<file path="src/rtl/sync_preq_pkg.sv">
// Shared defaults and sizing helpers for the sync_preq pulse-to-toggle request channel.
package sync_preq_pkg;

  localparam int unsigned DEF_SYNC      = 2;
  localparam int unsigned DEF_PEND_BITS = 4;

  // Bits needed to count from 0 up to and including n.
  function automatic int unsigned cnt_width(input int unsigned n);
    return $clog2(n + 1);
  endfunction

endpackage

</file>
<file path="src/rtl/sync_preq_sync_ff.sv">
// Multi-stage flip-flop synchronizer for a single asynchronous level; reusable by any CDC block.
module sync_ff #(
  parameter int unsigned STAGES = 2
) (
  input  logic clk_i,
  input  logic rst_ni,
  input  logic d_i,
  output logic q_o
);

  (* ASYNC_REG = "TRUE" *) logic [STAGES-1:0] sync_q;

  always_ff @(posedge clk_i or negedge rst_ni) begin
    if (!rst_ni) begin
      sync_q <= '0;
    end else begin
      sync_q <= {sync_q[STAGES-2:0], d_i};
    end
  end

  assign q_o = sync_q[STAGES-1];

endmodule

</file>
<file path="src/rtl/sync_preq.sv">
// Source side of a toggle request/acknowledge link: queues single-cycle events and
// emits one out_req toggle per event, waiting for each toggle to be echoed back.
module sync_preq
  import sync_preq_pkg::*;
#(
  parameter int unsigned SYNC      = DEF_SYNC,
  parameter int unsigned PEND_BITS = DEF_PEND_BITS
) (
  input  logic                 in_clock,
  input  logic                 in_reset_n,
  input  logic                 in_pulse,
  input  logic                 ack_toggle,
  input  logic                 clear_overflow,
  output logic                 out_req,
  output logic                 busy,
  output logic [PEND_BITS-1:0] pending,
  output logic                 overflow
);

  typedef enum logic [1:0] {
    ST_RESYNC   = 2'd0,
    ST_IDLE     = 2'd1,
    ST_WAIT_ACK = 2'd2
  } state_e;

  localparam int unsigned          SETTLE_W    = cnt_width(SYNC);
  localparam logic [SETTLE_W-1:0]  SETTLE_DONE = SETTLE_W'(SYNC);
  localparam logic [PEND_BITS-1:0] PEND_MAX    = '1;

  state_e               state_q;
  logic                 req_q;
  logic                 busy_q;
  logic                 ovf_q;
  logic [PEND_BITS-1:0] pend_q;
  logic [SETTLE_W-1:0]  settle_q;

  logic ack_sync;
  logic done;
  logic settled;
  logic has_pend;
  logic pend_full;
  logic queue_evt;
  logic drop_evt;

  sync_ff #(
    .STAGES(SYNC)
  ) u_ack_sync (
    .clk_i (in_clock),
    .rst_ni(in_reset_n),
    .d_i   (ack_toggle),
    .q_o   (ack_sync)
  );

  assign done      = (ack_sync == req_q);
  assign has_pend  = (pend_q != '0);
  assign pend_full = (pend_q == PEND_MAX);

  // The chain resets to 0 and cannot reflect a held-high ack until it has been flushed,
  // so RESYNC ignores done until SYNC edges have passed since reset release.
  assign settled = (settle_q == SETTLE_DONE);

  // Events arriving while no toggle can be issued go into the queue.
  assign queue_evt = in_pulse &&
                     ((state_q == ST_RESYNC) || ((state_q == ST_WAIT_ACK) && !done));
  assign drop_evt  = queue_evt && pend_full;

  always_ff @(posedge in_clock or negedge in_reset_n) begin
    if (!in_reset_n) begin
      state_q  <= ST_RESYNC;
      req_q    <= 1'b0;
      busy_q   <= 1'b1;
      ovf_q    <= 1'b0;
      pend_q   <= '0;
      settle_q <= '0;
    end else begin
      if (!settled) begin
        settle_q <= settle_q + 1'b1;
      end

      if (drop_evt) begin
        ovf_q <= 1'b1;
      end else if (clear_overflow) begin
        ovf_q <= 1'b0;
      end

      if (queue_evt && !pend_full) begin
        pend_q <= pend_q + 1'b1;
      end

      case (state_q)
        ST_RESYNC: begin
          if (settled && done) begin
            state_q <= ST_IDLE;
            busy_q  <= 1'b0;
          end
        end

        ST_IDLE: begin
          if (has_pend || in_pulse) begin
            req_q   <= ~req_q;
            state_q <= ST_WAIT_ACK;
            busy_q  <= 1'b1;
            // A new pulse replaces the dequeued event, leaving the count unchanged.
            if (has_pend && !in_pulse) begin
              pend_q <= pend_q - 1'b1;
            end
          end
        end

        ST_WAIT_ACK: begin
          if (done) begin
            if (has_pend || in_pulse) begin
              req_q <= ~req_q;
              if (has_pend && !in_pulse) begin
                pend_q <= pend_q - 1'b1;
              end
            end else begin
              state_q <= ST_IDLE;
              busy_q  <= 1'b0;
            end
          end
        end

        default: begin
          state_q <= ST_RESYNC;
          busy_q  <= 1'b1;
        end
      endcase
    end
  end

  assign out_req  = req_q;
  assign busy     = busy_q;
  assign pending  = pend_q;
  assign overflow = ovf_q;

endmodule

</file>
<file path="config.mk">
export PLATFORM = sky130hd
export DESIGN_NAME = sync_preq
export DESIGN_NICKNAME = d
export VERILOG_FILES = /design/src/rtl/sync_preq_pkg.sv /design/src/rtl/sync_preq_sync_ff.sv /design/src/rtl/sync_preq.sv
export SDC_FILE = /design/constraint.sdc
export NUM_CORES = 1
export LEC_CHECK = 0
export ABC_AREA = 1
export CAP_MARGIN = 30
export CORE_MARGIN = 4
export CORE_UTILIZATION = 45
export DETAILED_ROUTE_END_ITERATION = 16
export PLACE_DENSITY = 0.68
export SKIP_CTS_REPAIR_TIMING = 1
export SLEW_MARGIN = 20
export SYNTH_ARGS = -nofsm -noshare
export SYNTH_HDL_FRONTEND = slang
export SYNTH_SLANG_ARGS = --single-unit
export TNS_END_PERCENT = 5
</file>
<file path="constraint.sdc">
create_clock -name in_clock -period 1.75 [get_ports in_clock]
set_input_delay 0.4375 -clock in_clock [delete_from_list [all_inputs] [get_ports in_clock]]
set_output_delay 0.4375 -clock in_clock [all_outputs]
set_load 0.02 [all_outputs]
</file>
==> Flow_metrics.wiki, run 1 <==
{| class="wikitable"
! Metric !! Value
|-
| Global routing usage summed across all routing layers || 14.36%
|-
| Wire length of the first global-routing pass || 2.904 mm
|-
| Area growth from synthesis to layout || 22.93%
|-
| Worst Clk Skew || 3.584 ps
|-
| Fraction of the cycle the final worst path needs || 95.11%
|-
| Number of warnings printed during yosys synthesis || 0
|-
| Clock latency reported for the late side of the worst-skew pair || 270 ps
|-
| Slowest cell on the critical path || clkdlybuf4s50_1
|-
| Compound-Gate Fraction of Synth Area || 9.434%
|-
| Weighted congestion reported at the end of routability-driven placement || 0.9275
|-
| Total number of vias || 742
|-
| Proportion of register bits with asynchronous set or reset after synthesis || 100.0%
|-
| Remaining antenna violation count || 0
|-
| Cell area power density || 1726 nW/um^2
|-
| Kind of end point of the critical path || output port
|-
| Clock tree from TritonCTS || built
|-
| RSZ-0062 raised after global routing || no
|-
| Count of flip-flops with a built-in enable after synthesis || 0
|-
| Number of buffers on the longest clock path || 2
|-
| GR Overflow Total || 0
|-
| Count of boundary I/O pins || 12
|-
| Cell types with the highest counts after synthesis || 29 x nand2_1, 15 x inv_1, 12 x dfrtp_1
|-
| Time the worst path needs with I/O delays and setup || 1664 ps
|-
| H-tree lvl count || 1
|-
| Arrival @ worst endpoint || 1230 ps
|-
| Type of the worst setup path || flop to output port
|-
| Path class of the lowest-slack min-delay path || flop to flop
|-
| Outcome || completed
|-
| Core Rows || 15
|-
| Pins over their slew limit || 0
|-
| Sink Count || 13
|-
| Startpoint type of the worst setup path || flop
|-
| Count of final setup violators || 0
|-
| Worst ir drop on vdd || 0.7978 mV
|-
| Net count, final || 138
|-
| Combinational family with the most area after synthesis || simple AND/OR/NAND/NOR gates
|-
| Fin cells || 151
|-
| Antenna violations before repair || 0
|-
| Fraction of synthesized area in multiplexers || 0%
|-
| Reported max-cap violation count || 0
|-
| Maximum number of pins on one net before global-route repair || 14
|-
| Number of hold-slack violations in the final timing report || 0
|-
| Port Buffers || 11
|-
| Slew at the pin with the worst max-slew slack || 277.3 ps
|-
| Synth cell types || 23
|-
| Total Die Area || 2680 sq um
|-
| Detailed-route wire length per cell || 10.86 um
|-
| Primary flip-flop cell chosen by synthesis mapping || dfrtp_1
|-
| CP Buf/Inv Count || 1
|-
| Gate Count Post-Synth || 109
|-
| Via count of the first global-routing pass || 676
|-
| Cells along the critical path || clkdlybuf4s50_1
|-
| Flip-flop and latch count after synthesis || 13
|-
| Relative max-transition margin || 81.32%
|-
| Number of cells in the design after placement || 147
|-
| Largest area contributor in the synthesized netlist || dfrtp_1
|-
| Proportion of netlist area held by the largest area contributor || 34.83%
|-
| Drt initial violations || 12
|-
| First-pass iteration count of the detailed router || 4
|-
| Average cell area after synthesis || 7.909 sq um
|-
| Post-Route Utilization || 60.07%
|-
| Wire length reported by the detailed router || 1.640 mm
|-
| Final HPWL DP || 1.322 mm
|-
| CTS Root Buffer Type || clkbuf_4
|-
| Core area || 1764 sq um
|-
| Most repeated cell in the gate-level netlist after synthesis || nand2_1
|-
| Number of clock buffers inserted by TritonCTS || 3
|-
| Fraction of the yosys area taken by sequential cells || 37.88%
|-
| Netlist area before placement || 862.1 sq um
|-
| Starting Density || 48.87%
|-
| Antenna diode instance count || 0
|-
| Net count of the mapped netlist || 120
|-
| Cell family with the largest share of critical-path delay || buffers and inverters
|-
| Required @ worst endpoint || 1310 ps
|-
| Arithmetic-cell share of the synthesized area counting full adders, half adders and majority gates || 8.708%
|-
| Max Fclk || 600.8 MHz
|-
| Max stage delay on crit path || 610 ps
|-
| DRC violation count after routing || 0
|-
| Post-Synth Simple-Gate Area || 32.22%
|-
| Xor/xnor share of the synthesized area || 3.048%
|-
| Fraction of final layout cells sized beyond drive strength 1 || 19.05%
|-
| Die outline width || 51.77 um
|-
| Leak || 0.5789 nW
|-
| Top post-synthesis cells by area || dfrtp_1 35%, nand2_1 13%, ha_1 8.7%
|-
| Peak fanout along the critical path || 2
|-
| Die height || 51.77 um
|-
| Vias per Instance || 4.914
|-
| Total cell area at the placement stage || 1018 sq um
|-
| Design Area, Final || 1060 sq um
|-
| CTS clock-pin slew for the worst setup and hold paths || 80 ps
|}
## sequential cells by signal, indices dropped and copies added, names as in the netlist
register and cells:
busy 1, out_req 1, overflow 1, pending 4, settle_q 2, state_q 2
u_ack_sync.sync_q 2
## power by group
group	total (W)	internal (W)	switching [W]
logic	0.00114	0.000449	0.000692
registers	0.000505	0.000407	0.0000986
clock network	0.000183	0.0000882	0.0000948
total	0.00183	0.000944	0.000885
## metrics by stage
stage | setup TNS (ps) | setup slack (ps) | total power (W) | hold slack (ps)
after floorplan | 0 | 296.6 | 0.001358 | 141.9
after global placement | 0 | 129.8 | 0.001653 | 335.8
after detailed placement | 0 | 120.0 | 0.001665 | 342.0
after CTS | -306.5 | -104.4 | 0.001857 | 360.9
after global routing | 0 | 33.06 | 0.002032 | 385.7
final | 0 | 85.57 | 0.001830 | 361.5
## final timing paths
path,to,depth (start not counted),start,slack (ps)
max,overflow,1,overflow,90
min in group asynchronous,u_ack_sync.sync_q[0],2,in_reset_n,460
max in group asynchronous,busy,2,in_reset_n,1060
min,u_ack_sync.sync_q[1],0,u_ack_sync.sync_q[0],360
min reg2reg,u_ack_sync.sync_q[1],0,u_ack_sync.sync_q[0],360
max reg2reg,state_q[0],9,pending[0],230
## cells by family (layout without fill, tap and decap cells)
family | after synthesis | count (layout)
AND/OR/NAND/NOR | 54 | 54
buffers and inverters | 20 | 37
AO/OA/AOI/OAI | 13 | 13
flip-flops | 13 | 13
adder cells (fa/ha/maj) | 6 | 6
XOR/XNOR | 3 | 3
## layout make-up
class                   count  area [sq um]
inverters                  20         75.07
well taps                  25         31.28
fillers                   175         704.4
repair buffers             13         140.1
multi-input cells          76         460.4
flip-flops and latches     13         326.6
clock buffers               4         26.28
## layer usage
layer  vias to the layer above  share of wire, %  track usage [%]
met5                         -                 0                0
met4                         0               1.1            5.240
met3                         2               3.3            2.865
met2                        13                43            19.92
met1                       350                53            21.78
li1                        377                 -                -
## placed cells by master, fill, tap and decap left out
cell type	instances
clkdlybuf4s50_1	5
o21ai_1	3
nand4_1	1
dfstp_2	1
o31ai_1	1
clkbuf_1	1
xor2_1	2
o21ai_2	1
nor2_1	2
a21oi_2	2
nor2_2	2
clkinv_1	2
dlymetal6s2s_1	6
xnor2_1	1
buf_4	2
nand3_1	10
clkbuf_4	3
inv_1	15
nand3_4	2
o211ai_1	1
nand2_1	29
inv_2	3
dfrtp_1	12
o21ai_0	3
a21oi_1	2
ha_1	6
nand3_2	2
nand2_2	6
(Power assumes the default switching activity.)
==> run 2, diff against run 1 <==
- CELL_PAD_IN_SITES_DETAIL_PLACEMENT: not set -> 1
- CELL_PAD_IN_SITES_GLOBAL_PLACEMENT: not set -> 1
- CORE_UTILIZATION: 45 -> 39
- PLACE_DENSITY: 0.68 -> not set
- PLACE_DENSITY_LB_ADDON: not set -> 0.1
==> run 2 against run 1 <==
Net effect: count of clock-buffer cells in the layout shrank 1; die area grew 13%; sequential power shrank 1%; cell count grew 1.3%; worst setup slack gained 96 ps; flip-flop and latch count is the same; register-to-register slack lost 50 ps; routed wire length grew 27%.
==> Flow_metrics.wiki, run 2 (synthesized netlist as in run 1, its figures left out) <==
{| class="wikitable"
! Metric !! Value
|-
| Outcome || completed
|-
| Startpoint type of the worst setup path || flop
|-
| GR Overflow Total || 0 (unchanged)
|-
| Internal Pwr Total || 0.0009525 W (+0.85%)
|-
| FILL cells || 259 (+48%)
|-
| Worst ir drop on vdd || 0.8575 mV (+7.5%)
|-
| Fraction of the cycle the final worst path needs || 89.64% (-5.5 points)
|-
| Area used by multi-input combinational logic || 460.4 sq um (unchanged)
|-
| Core area || 2022 sq um (+15%)
|-
| Fraction of final layout cells sized beyond drive strength 1 || 19.84% (+0.79 points)
|-
| Largest register FFs || 4 (unchanged)
|-
| Post-Route Utilization || 52.72% (-7.3 points)
|-
| RSZ-0062 raised after global routing || no
|-
| Leak || 0.6006 nW (+3.8%)
|-
| Number of clock buffers inserted by TritonCTS || 3 (unchanged)
|-
| Kind of end point of the critical path || flop
|-
| Most common cell after layout, fill and taps aside || nand2_1
|-
| Clock latency reported for the late side of the worst-skew pair || 290 ps (+20 ps)
|-
| Starting Density || 42.64% (-6.2 points)
|-
| Drt initial violations || 5 (-7)
|-
| Wire length of the first global-routing pass || 3.429 mm (+18%)
|-
| Count of final setup violators || 0 (unchanged)
|-
| Total number of vias || 745 (+0.40%)
|-
| Net count, final || 138 (unchanged)
|-
| Peak fanout along the critical path || 6 (+4)
|-
| Slowest cell on the critical path || dfrtp_1
|-
| Max Fclk || 637.4 MHz (+6.1%)
|-
| Port Buffers || 11 (unchanged)
|-
| Total Die Area || 3027 sq um (+13%)
|-
| DRC violation count after routing || 0 (unchanged)
|-
| Path class of the lowest-slack min-delay path || flop to flop
|-
| Total cell area at the placement stage || 1021 sq um (+0.25%)
|-
| Cell area power density || 1792 nW/um^2 (+3.8%)
|-
| Highest-count cells in the layout ignoring fill and taps || 29 x nand2_1, 15 x inv_1, 12 x dfrtp_1
|-
| Part of the power in combinational logic || 63.3% (+0.9 points)
|-
| Fraction of power spent switching nets || 50.14% (+1.8 points)
|-
| Type of the worst setup path || flop to flop
|-
| Max stage delay on crit path || 440 ps (-170 ps)
|-
| Area growth from synthesis to layout || 23.66%
|-
| Slew at the pin with the worst max-slew slack || 289.6 ps (+12.28 ps)
|-
| Storage cell area || 326.6 sq um (unchanged)
|-
| Sink Count || 13 (unchanged)
|-
| Clock tree from TritonCTS || built
|-
| P_sw || 0.0009578 W (+8.2%)
|-
| Time the worst path needs with I/O delays and setup || 1569 ps (-95.67 ps)
|-
| Number of buffers on the longest clock path || 2 (unchanged)
|-
| Pins over their slew limit || 0 (unchanged)
|-
| Worst Clk Skew || 12.32 ps (+8.737 ps)
|-
| CTS clock-pin slew for the worst setup and hold paths || 100 ps (+20 ps)
|-
| H-tree lvl count || 1 (unchanged)
|-
| Reported max-cap violation count || 0 (unchanged)
|-
| Power share of the sequential group || 26.1% (-1.5 points)
|-
| Global routing usage summed across all routing layers || 16.48% (+2.1 points)
|-
| Count of boundary I/O pins || 12 (unchanged)
|-
| Maximum number of pins on one net before global-route repair || 14 (unchanged)
|-
| Remaining antenna violation count || 0 (unchanged)
|-
| First-pass iteration count of the detailed router || 4 (unchanged)
|-
| Via count of the first global-routing pass || 742 (+9.8%)
|-
| Worst hold margin || 358.6 ps (-2.918 ps)
|-
| Number of hold-slack violations in the final timing report || 0 (unchanged)
|-
| Wire length reported by the detailed router || 2.086 mm (+27%)
|-
| Vias per Instance || 4.869 (-0.91%)
|-
| Weighted congestion reported at the end of routability-driven placement || 0.8243 (-11%)
|-
| Required @ worst endpoint || 1930 ps (+620 ps)
|-
| CTS Root Buffer Type || clkbuf_4
|-
| Core Rows || 16 (+1)
|-
| Die height || 55.02 um (+6.3%)
|-
| Detailed-route wire length per cell || 13.63 um (+26%)
|-
| Share of power burned in the clock network || 10.5% (+0.5 points)
|-
| Final HPWL DP || 1.664 mm (+26%)
|-
| Cells along the critical path || inv_1 -> ha_1 -> nand3_2 -> nor2_2 -> inv_1 -> nand2_2 -> nand3_4 -> nand2_1 -> o21ai_1
|-
| Most frequent cell on the critical path || inv_1
|-
| Arrival @ worst endpoint || 1740 ps (+510 ps)
|-
| Antenna diode instance count || 0 (unchanged)
|-
| Antenna violations before repair || 0 (unchanged)
|-
| Die outline width || 55.02 um (+6.3%)
|-
| Design Area, Final || 1066 sq um (+0.59%)
|-
| Relative max-transition margin || 80.49% (-0.83 points)
|}
-- run 2: changes by cell type in the layout (fill, tap and decap cells not counted), sizes merged --
cell and change:
clkinv +1, clkdlybuf4s50 -1, dlymetal6s2s +1, clkbuf -1
-- run 2: path summary, 6_finish.rpt --
kind                                      startpoint                   end  slack [ps]  cells past startpoint
worst max-delay path                      pending[0]            state_q[1]         180                      9
min in group asynchronous                 in_reset_n            pending[2]         450                      2
worst max register to register            pending[0]            state_q[1]         180                      9
max in group asynchronous                 in_reset_n                  busy        1050                      2
worst min-delay path            u_ack_sync.sync_q[0]  u_ack_sync.sync_q[1]         360                      0
worst min register to register  u_ack_sync.sync_q[0]  u_ack_sync.sync_q[1]         360                      0
-- run 2: stage by stage --
stage                     std cells  setup TNS (ps)  total power (W)  worst slack (ps)
after global placement          149               0         0.001688             51.44
final                           153               0         0.001910             181.2
after CTS                       153          -356.0         0.001936            -120.2
after global routing            153               0         0.002092             24.01
after detailed placement        149               0         0.001729             3.346
after floorplan                 109               0         0.001358             296.6
-- run 2: routing by layer --
metal	GRT usage (%)	vias to the layer above	part of all wire, %
li1	-	377	-
met1	22.70	352	50
met2	24.61	11	45
met3	3.485	5	3.5
met4	7.287	0	1.7
met5	0	-	0
-- run 2: power groups by stage --
stage                     Sequential (W)  Clock [W]  Combinational (W)
after floorplan                 0.000573          0           0.000784
after global placement          0.000498          0            0.00119
after detailed placement        0.000505          0            0.00122
after CTS                       0.000499   0.000204            0.00123
after global routing            0.000512   0.000225            0.00135
final                           0.000499   0.000201            0.00121
-- run 2: area by class of cell --
cell class / instances / area share [%]
inverters: 20 / 7.042
clock buffers: 3 / 2.113
flip-flops and latches: 13 / 30.63
clock inverters: 1 / 0.4695
multi-input cells: 76 / 43.19
well taps: 27 / 3.169
repair buffers: 13 / 13.38
-- run 2: critical path: cells and delay by family, from the launching register on --
family | cells | cell delay (ps)
adder cells (fa/ha/maj) | 1 | 220
AO/OA/AOI/OAI | 1 | 50
buffers and inverters | 2 | 230
AND/OR/NAND/NOR | 5 | 500
flip-flops | 1 | 440
==> run 3, diff against run 2 <==
- CORE_UTILIZATION: 39 -> 44
- DONT_BUFFER_PORTS: not set -> 1
==> run 3 against run 2 <==
Net effect: critical path depth decreased by 2; core utilization increased by 0.47 points; via count decreased by 3.0%; final area down 11%; sequential share of layout area is 3.8 points higher; non-clock buffer count decreased by 10; clock skew shrank 12 ps; sequential power is 14% higher; combinational power decreased by 12%; count of clock-buffer cells in the layout did not move; flip-flop and latch count is the same; first-iteration DRC count up 60%; largest cell class unchanged.
==> Flow_metrics.wiki, run 3 (synthesized netlist as in run 1, its figures left out) <==
{| class="wikitable"
! Metric !! Value
|-
| Core Rows || 15 (-1)
|-
| Met3 Wirelength || 67 um (-8.2%)
|-
| Number of clock buffers inserted by TritonCTS || 3 (unchanged)
|-
| Arrival @ worst endpoint || 1710 ps (-30 ps)
|-
| First-pass iteration count of the detailed router || 4 (unchanged)
|-
| Detailed-route wire length per cell || 14.49 um (+6.3%)
|-
| Pins over their slew limit || 0 (unchanged)
|-
| Worst hold margin || 183.3 ps (-175.3 ps)
|-
| Slew at the pin with the worst max-slew slack || 565.6 ps (+276.0 ps)
|-
| Worst ir drop on vdd || 0.8290 mV (-3.3%)
|-
| Startpoint type of the worst setup path || flop
|-
| FILL cells || 234 (-9.7%)
|-
| Total Die Area || 2732 sq um (-9.7%)
|-
| Kind of end point of the critical path || flop
|-
| Highest routed metal layer || met4
|-
| Net count, final || 128 (-7.2%)
|-
| Port Buffers || 0 (-11)
|-
| Starting Density || 48.35% (+5.7 points)
|-
| Reported max-cap violation count || 0 (unchanged)
|-
| Core area || 1783 sq um (-12%)
|-
| RSZ-0062 raised after global routing || no
|-
| Outcome || completed
|-
| Vias per Instance || 5.128 (+5.3%)
|-
| Fraction of final layout cells sized beyond drive strength 1 || 22.41% (+2.6 points)
|-
| Highest-count cells in the layout ignoring fill and taps || 29 x nand2_1, 15 x inv_1, 12 x dfrtp_1
|-
| Worst Clk Skew || 0.5513 ps (-11.77 ps)
|-
| Area growth from synthesis to layout || 10.01%
|-
| Max Fclk || 647.0 MHz (+1.5%)
|-
| DRC violation count after routing || 0 (unchanged)
|-
| Largest register FFs || 4 (unchanged)
|-
| Cell area power density || 1908 nW/um^2 (+6.5%)
|-
| Antenna violations before repair || 0 (unchanged)
|-
| Total number of vias || 723 (-3.0%)
|-
| Remaining antenna violation count || 0 (unchanged)
|-
| Storage cell area || 326.6 sq um (unchanged)
|-
| Drt initial violations || 8 (+3)
|-
| Area used by multi-input combinational logic || 462.9 sq um (+0.54%)
|-
| CTS clock-pin slew for the worst setup and hold paths || 80 ps (-20 ps)
|-
| Count of boundary I/O pins || 12 (unchanged)
|-
| GR Overflow Total || 0 (unchanged)
|-
| Total negative slack for setup checks || 0 ps (unchanged)
|-
| WL met1 || 1.024 mm (-1.8%)
|-
| Die outline width || 52.27 um (-5.0%)
|-
| Weighted congestion reported at the end of routability-driven placement || 0.8610 (+4.5%)
|-
| Number of buffers on the longest clock path || 2 (unchanged)
|-
| Clock latency reported for the late side of the worst-skew pair || 270 ps (-20 ps)
|-
| Fraction of the cycle the final worst path needs || 88.32% (-1.3 points)
|-
| Global routing usage summed across all routing layers || 17.35% (+0.87 points)
|-
| Wire length of the first global-routing pass || 3.436 mm (+0.20%)
|-
| H-tree lvl count || 1 (unchanged)
|-
| FF-to-FF setup slack || 200 ps (+20 ps)
|-
| Count of final setup violators || 0 (unchanged)
|-
| Via count of the first global-routing pass || 786 (+5.9%)
|-
| Relative max-transition margin || 62.17% (-18 points)
|-
| Antenna diode instance count || 0 (unchanged)
|-
| Final HPWL DP || 1.628 mm (-2.2%)
|-
| Sink Count || 13 (unchanged)
|-
| Most common cell after layout, fill and taps aside || nand2_1
|-
| Peak fanout along the critical path || 5 (-1)
|-
| Path class of the lowest-slack min-delay path || input pin to flop
|-
| Maximum number of pins on one net before global-route repair || 14 (unchanged)
|-
| Time the worst path needs with I/O delays and setup || 1546 ps (-23.10 ps)
|-
| Leak || 0.4703 nW (-22%)
|-
| Number of hold-slack violations in the final timing report || 0 (unchanged)
|-
| CTS Root Buffer Type || clkbuf_4
|-
| Wire length reported by the detailed router || 2.043 mm (-2.1%)
|-
| Type of the worst setup path || flop to flop
|-
| Required @ worst endpoint || 1920 ps (about the same)
|-
| Clock tree from TritonCTS || built
|-
| Routed wire length on met2 || 936 um (+0.43%)
|-
| Die height || 52.27 um (-5.0%)
|}
## run 3: changes by cell type in the layout (fill, tap and decap cells not counted), sizes merged
cell,previous run,this run
dlymetal6s2s,7,0
dlygate4sd3,0,1
clkdlybuf4s50,4,0
## run 3: worst max-delay path, cell delays in order, from the launching register on
cell and delay (ps):
dfrtp_1 420, inv_1 100, ha_2 250, nand3_2 160, a21oi_2 250, nand3_1 100, nand3_1 100, nand2_1 60
## run 3: path summary, 6_finish.rpt
check | from | end | cells past startpoint
max | state_q[0] | pending[2] | 7
min | ack_toggle | u_ack_sync.sync_q[0] | 0
max reg2reg | state_q[0] | pending[2] | 7
min reg2reg | u_ack_sync.sync_q[0] | u_ack_sync.sync_q[1] | 0
max in group asynchronous | in_reset_n | busy | 1
min in group asynchronous | in_reset_n | u_ack_sync.sync_q[0] | 1
## run 3: routing by layer
metal  vias to the layer above  GRT usage, %
met2                         8         26.78
met1                       353         22.86
met5                         -             0
met3                         2         4.274
met4                         0         7.660
li1                        360             -
## run 3: cell type report
cell class	count	area share, %
clock buffers	3	2.375
well taps	25	3.298
repair buffers	3	2.639
multi-input cells	76	48.81
clock inverters	1	0.5277
flip-flops and latches	13	34.43
inverters	20	7.916
## run 3: power by group
part	switching (W)	leakage [nW]	internal (W)	total, W
Clock	0.000101	0.0177	0.0000847	0.000185
Combinational	0.000675	0.295	0.000382	0.00106
Sequential	0.000161	0.158	0.000407	0.000568
## run 3: per-stage QoR
step | instance area [sq um] | utilization [%] | power (W) | instances | setup slack, ps
after floorplan | 862.1 | - | 0.001358 | 109 | 296.6
after global placement | 908.4 | 50.95 | 0.001575 | 136 | 228.6
after detailed placement | 908.4 | 50.95 | 0.001608 | 136 | 212.0
after CTS | 935.9 | 52.49 | 0.001808 | 140 | 192.1
after global routing | 948.4 | 53.19 | 0.001983 | 141 | 65.62
final | 948.4 | 53.19 | 0.001810 | 141 | 204.3
